File: src/rtl/interrupt_controller_pkg.sv
// Shared constants, FSM encoding and vector helper for the interrupt controller.
package interrupt_controller_pkg;

    localparam logic [5:0] VEC_NMI   = 6'd62;
    localparam logic [5:0] VEC_RESET = 6'd63;
    localparam int         IDX_W     = 5;

    typedef enum logic [1:0] {
        IDLE = 2'd0,
        REQ  = 2'd1,
        ACK  = 2'd2
    } state_t;

    // The reset vector is reserved for the CPU and must never reach IntAddrLSBs.
    function automatic logic [5:0] calc_vec(
        input logic             is_nmi,
        input logic [5:0]       base,
        input logic [IDX_W-1:0] idx
    );
        logic [5:0] v;
        v = base + {1'b0, idx};
        if (is_nmi || (v == VEC_RESET)) begin
            v = VEC_NMI;
        end else begin
            v = v;
        end
        return v;
    endfunction

endpackage

File: src/rtl/interrupt_controller_priority_encoder.sv
// Combinational highest-set-bit encoder used to pick the winning maskable source.
module irq_priority_encoder
    import interrupt_controller_pkg::*;
#(
    parameter int N = 16
) (
    input  logic [N-1:0]     req,
    output logic             valid,
    output logic [IDX_W-1:0] idx
);

    // Scan upward so the highest set index is the one left standing.
    always_comb begin
        valid = 1'b0;
        idx   = {IDX_W{1'b0}};
        for (int i = 0; i < N; i++) begin
            valid = valid | req[i];
            idx   = req[i] ? IDX_W'(i) : idx;
        end
    end

endmodule

File: src/rtl/interrupt_controller.sv
// Edge-captured interrupt sources, fixed-priority arbitration and INTACK handshake.
module interrupt_controller
    import interrupt_controller_pkg::*;
#(
    parameter int NUM_SRC  = 16,
    parameter int BASE_VEC = 32
) (
    input  logic               MCLK,
    input  logic               reset,
    input  logic [NUM_SRC-1:0] irq_in,
    input  logic [NUM_SRC-1:0] irq_ie,
    input  logic [NUM_SRC-1:0] clr_pend,
    input  logic               nmi_in,
    input  logic               INTACK,
    output logic               NMI,
    output logic               INT,
    output logic [5:0]         IntAddrLSBs,
    output logic [NUM_SRC-1:0] irq_ack,
    output logic [NUM_SRC-1:0] pending
);

    localparam logic [5:0]         BASE_V  = 6'(BASE_VEC);
    localparam logic [NUM_SRC-1:0] SRC_ONE = NUM_SRC'(1'b1);

    state_t               state_r, state_nxt_s;
    logic [NUM_SRC-1:0]   irq_q_r, pending_r, irq_ack_r, ack_nxt_s;
    logic                 nmi_q_r, nmi_pend_r, nmi_ack_r, nmi_ack_nxt_s;
    logic                 nmi_out_r, int_out_r, nmi_out_nxt_s, int_out_nxt_s;
    logic [5:0]           vec_r, vec_nxt_s;
    logic                 win_nmi_r, win_nmi_nxt_s;
    logic [IDX_W-1:0]     win_idx_r, win_idx_nxt_s;
    logic [NUM_SRC-1:0]   cand_s;
    logic                 enc_valid_s, arb_valid_s;
    logic [IDX_W-1:0]     enc_idx_s;
    logic [5:0]           arb_vec_s;

    assign cand_s      = pending_r & irq_ie;
    assign arb_valid_s = nmi_pend_r | enc_valid_s;
    assign arb_vec_s   = calc_vec(nmi_pend_r, BASE_V, enc_idx_s);

    irq_priority_encoder #(.N(NUM_SRC)) u_prio (
        .req   (cand_s),
        .valid (enc_valid_s),
        .idx   (enc_idx_s)
    );

    // Edge capture; a fresh edge overrides a same-cycle clear so no event is lost.
    always_ff @(posedge MCLK) begin
        if (reset) begin
            irq_q_r    <= {NUM_SRC{1'b0}};
            pending_r  <= {NUM_SRC{1'b0}};
            nmi_q_r    <= 1'b0;
            nmi_pend_r <= 1'b0;
        end else begin
            irq_q_r    <= irq_in;
            pending_r  <= (pending_r & ~(clr_pend | irq_ack_r)) | (irq_in & ~irq_q_r);
            nmi_q_r    <= nmi_in;
            nmi_pend_r <= (nmi_pend_r & ~nmi_ack_r) | (nmi_in & ~nmi_q_r);
        end
    end

    // FSM state and registered CPU-facing outputs.
    always_ff @(posedge MCLK) begin
        if (reset) begin
            state_r   <= IDLE;
            nmi_out_r <= 1'b0;
            int_out_r <= 1'b0;
            vec_r     <= 6'd0;
            win_nmi_r <= 1'b0;
            win_idx_r <= {IDX_W{1'b0}};
            irq_ack_r <= {NUM_SRC{1'b0}};
            nmi_ack_r <= 1'b0;
        end else begin
            state_r   <= state_nxt_s;
            nmi_out_r <= nmi_out_nxt_s;
            int_out_r <= int_out_nxt_s;
            vec_r     <= vec_nxt_s;
            win_nmi_r <= win_nmi_nxt_s;
            win_idx_r <= win_idx_nxt_s;
            irq_ack_r <= ack_nxt_s;
            nmi_ack_r <= nmi_ack_nxt_s;
        end
    end

    // Next-state logic; an acknowledge services the winner the CPU was shown.
    always_comb begin
        state_nxt_s   = state_r;
        nmi_out_nxt_s = 1'b0;
        int_out_nxt_s = 1'b0;
        vec_nxt_s     = vec_r;
        win_nmi_nxt_s = win_nmi_r;
        win_idx_nxt_s = win_idx_r;
        ack_nxt_s     = {NUM_SRC{1'b0}};
        nmi_ack_nxt_s = 1'b0;
        case (state_r)
            IDLE: begin
                if (arb_valid_s) begin
                    state_nxt_s   = REQ;
                    win_nmi_nxt_s = nmi_pend_r;
                    win_idx_nxt_s = enc_idx_s;
                    vec_nxt_s     = arb_vec_s;
                    nmi_out_nxt_s = nmi_pend_r;
                    int_out_nxt_s = ~nmi_pend_r;
                end else begin
                    state_nxt_s = IDLE;
                end
            end
            REQ: begin
                if (INTACK) begin
                    state_nxt_s = ACK;
                    if (win_nmi_r) begin
                        nmi_ack_nxt_s = 1'b1;
                    end else begin
                        ack_nxt_s = SRC_ONE << win_idx_r;
                    end
                end else if (arb_valid_s) begin
                    win_nmi_nxt_s = nmi_pend_r;
                    win_idx_nxt_s = enc_idx_s;
                    vec_nxt_s     = arb_vec_s;
                    nmi_out_nxt_s = nmi_pend_r;
                    int_out_nxt_s = ~nmi_pend_r;
                end else begin
                    state_nxt_s = IDLE;
                end
            end
            ACK: begin
                if (INTACK) begin
                    state_nxt_s = ACK;
                end else begin
                    state_nxt_s = IDLE;
                end
            end
            default: begin
                state_nxt_s = IDLE;
            end
        endcase
    end

    assign NMI         = nmi_out_r;
    assign INT         = int_out_r;
    assign IntAddrLSBs = vec_r;
    assign irq_ack     = irq_ack_r;
    assign pending     = pending_r;

endmodule

File: config.mk
export PLATFORM = sky130hd
export DESIGN_NAME = interrupt_controller
export DESIGN_NICKNAME = d
export VERILOG_FILES = /design/src/rtl/interrupt_controller_pkg.sv /design/src/rtl/interrupt_controller_priority_encoder.sv /design/src/rtl/interrupt_controller.sv
export SDC_FILE = /design/constraint.sdc
export NUM_CORES = 1
export LEC_CHECK = 0
export ABC_AREA = 1
export CAP_MARGIN = 25
export CORE_UTILIZATION = 43
export DETAILED_ROUTE_END_ITERATION = 16
export PLACE_DENSITY = 0.77
export SYNTH_ARGS = -nofsm -noshare
export SYNTH_HDL_FRONTEND = slang
export SYNTH_SLANG_ARGS = --single-unit
File: constraint.sdc
create_clock -name MCLK -period 1.8 [get_ports MCLK]
set_input_delay 0.36 -clock MCLK [delete_from_list [all_inputs] [get_ports MCLK]]
set_output_delay 0.36 -clock MCLK [all_outputs]
set_load 0.05 [all_outputs]
==> results.toml <==
[critical_path]
worstSetupStartpointType = "input port"
worstSetupPathType = "input port to register"
critical_path.top_delay_family = "simple AND/OR/NAND/NOR gates"
worstPathArrival_ps = 1800
crit_required_ps = 2010
crit_fanout = 8
worstPathCellList = "clkdlybuf4s50_1 > nand2_1 > nand2_1 > a211oi_2 > nand4_2 > nor2_4 > nor2_8 > nand2_1 > a31oi_1"
critPathMaxStageDelay_ps = 400
slowest_stage = "clkdlybuf4s50_1"
path_common_cell = "nand2_1"
worst-path-buf-inv = 1
end_kind = "register"

[sta]
skew_ps = 6.39
finalCriticalPeriod_ps = 1590
relSlewSlack_pct = 79.8
grt_setup_unrepaired = "false"
clock.fmax_mhz = 629
setup_slack_ps = 211
final-hold-violation-count = 0
hold-worst-slack_ps = 278
setup_viol_count_final = 0
drv_slew = 0
worstMarginPinSlew_ps = 303
layout_worst_path_cycle_share_pct = 88.3

[clocking]
htreeDepth = 3
cts_sinks = 65
clockRootBuffer = "clkbuf_8"
post_cts_buffers = 0
numCtsBuffers = 9
clk_path_buf_depth = 2
clk_pin_slew_worst_paths_ps = 70
hold_buffers = 0
cts.repair.resized = 0
tritoncts = "yes"
insertion_delay_ps = 330

[pwr]
power.share.clock_pct = 29.6
p_sw_mw = 1.14
swShare_pct = 32.0
p_leak_nw = 1.67
internal_power_mw = 2.42
ir_worst_vdd_uv = 805
combPwrFrac_pct = 24.7
seqPwrFrac_pct = 45.8
p_per_area_nw_per_um2 = 999

[logic_synthesis]
synth.avg_cell_area_um2 = 7.87
yosysWarnings = 0
synthAdderAreaFrac_pct = 1.58
yosys.area_share.simple_pct = 29.2
syn_nets = 357
synth_mux_area_share_pct = 0
synthXorXnorAreaFrac_pct = 0
ys_ff_latch = 65
synth_compound_area_share_pct = 8.42
synth_cells = 302
synth_area_um2 = 2380
synth_top_family_by_area = "simple AND/OR/NAND/NOR gates"
ys_seq_area_share_pct = 54.7
synth.distinct_cells = 28

[placed_design]
port-buffer-count = 91
dp_slack_ps = -139
detailed_place_hpwl_um = 4340
gp_congestion = 0.838

[finish]
regArea_um2 = 1300
fillers = 476
nets = 472
drive_gt1_share_pct = 21.6
multiInputGateArea_um2 = 932
area_growth_pct = 49.6
diodes = 0

[run_status]
status = "finished clean"

[drt]
drt-total-wl_um = 5530
drtIter0Drc = 72
vias_per_cell = 4.59
vias = 2255
ant_nets = 0
remaining_drc_errors = 0
dr.pass1.iters = 4
avgRoutedWirePerCell_um = 11.3

[floorplanning]
die_h_um = 76.4
fp.dieW_um = 76.4
io_pins = 92
die_area_um2 = 5830
num_rows = 26
core_um2 = 5200
initial_core_util_pct = 45.7

[global_routing]
grt_pass1_wl_um = 9360
antenna_found_initial = 0
grt-ovfl-total = 0
grt_pass1_vias = 2144
grt_usage_pct = 20.1
grt_max_degree = 24

[flow_run]
cap_violations = 0

[hold_path]
hold_class = "input port to register"
[logic make-up after synthesis]
logic type      Yosys count
buf+inv                  36
simple gates            164
fa+ha+maj                 3
compound gates           34
flops                    65
[sequential cells by signal (all words and copies together) (netlist names)]
register and flops:
irq_ack 16, state_r 2, nmi_q_r 1, INT 1, irq_q_r 16, nmi_ack_r 1, IntAddrLSBs 6, win_idx_r 4
pending 16, nmi_pend_r 1, NMI 1
[layout make-up]
cell class                 instances  area share, %
sequential                        65           36.6
timing repair buffer             110           26.7
multi-input combinational        201           26.2
clock buffer                      10           3.87
inverter                          30           3.31
tap                               70           2.46
clock inverter                     5          0.915
[metal layers]
layer,track usage [%],up-vias,part of all wire (%)
met3,4.79,8,5.7
met1,24.8,1003,45
met5,0,-,0
li1,-,1172,-
met2,33.6,72,48
met4,8.27,0,1.3
[power by group through the flow]
stage	clock (mW)	sequential, mW	combinational [mW]
final	1.05	1.63	0.877
after global routing	1.15	1.64	0.955
after floorplan	0	1.84	0.364
after detailed placement	0	1.66	0.879
after CTS	1.08	1.63	0.883
after global placement	0	1.66	0.862
[cell usage in the layout, fill, tap and decap left out, drive strengths merged]
cell,n
a31oi,4
dfxtp,65
a21oi,24
nor3,4
a211oi,1
clkbuf,10
nand3b,1
clkdlybuf4s50,50
o31ai,1
nand4,1
nand3,10
ha,3
nand2,54
o32ai,1
nor2,92
nor4,2
clkinv,3
o21ai,3
clkinvlp,3
buf,60
inv,29
[worst paths after layout]
| path | start | end | slack (ps) | cells after the start |
|---|---|---|---|---|
| setup / recovery | irq_ie[2] | IntAddrLSBs[2] | 210 | 9 |
| hold / removal | reset | state_r[1] | 280 | 2 |
| hold reg to reg | nmi_q_r | nmi_pend_r | 430 | 1 |
| setup reg to reg | state_r[1] | IntAddrLSBs[2] | 270 | 7 |
[per-stage QoR]
| stage | total power [mW] | area [um^2] | utilization [%] | std cells | TNS, ps |
|---|---|---|---|---|---|
| after global routing | 3.74 | 3560 | 68.3 | 491 | 0 |
| after detailed placement | 2.54 | 3390 | 65.1 | 476 | -1130 |
| final | 3.56 | 3560 | 68.3 | 491 | 0 |
| after global placement | 2.52 | 3390 | 65.1 | 476 | -626 |
| after floorplan | 2.21 | 2380 | - | 302 | 0 |
| after CTS | 3.59 | 3560 | 68.3 | 491 | 0 |
[synth_stat cells (all sizes together)]
cell type  count  area (um^2)
clkbuf         5         18.8
nand3b         1         7.51
o32ai          1         8.76
dfxtp         65         1300
ha             3         37.5
nor4           2         12.5
inv           29          109
nor3           4         20.0
buf            1         7.51
a211oi         1         12.5
a21oi         24          128
o31ai          1         7.51
clkinv         1         8.76
o21ai          3         18.8
nand3         10         55.1
a31oi          4         25.0
nor2          92          374
nand4          1         12.5
nand2         54          213
Note: power is estimated with default switching activity, not from simulation.
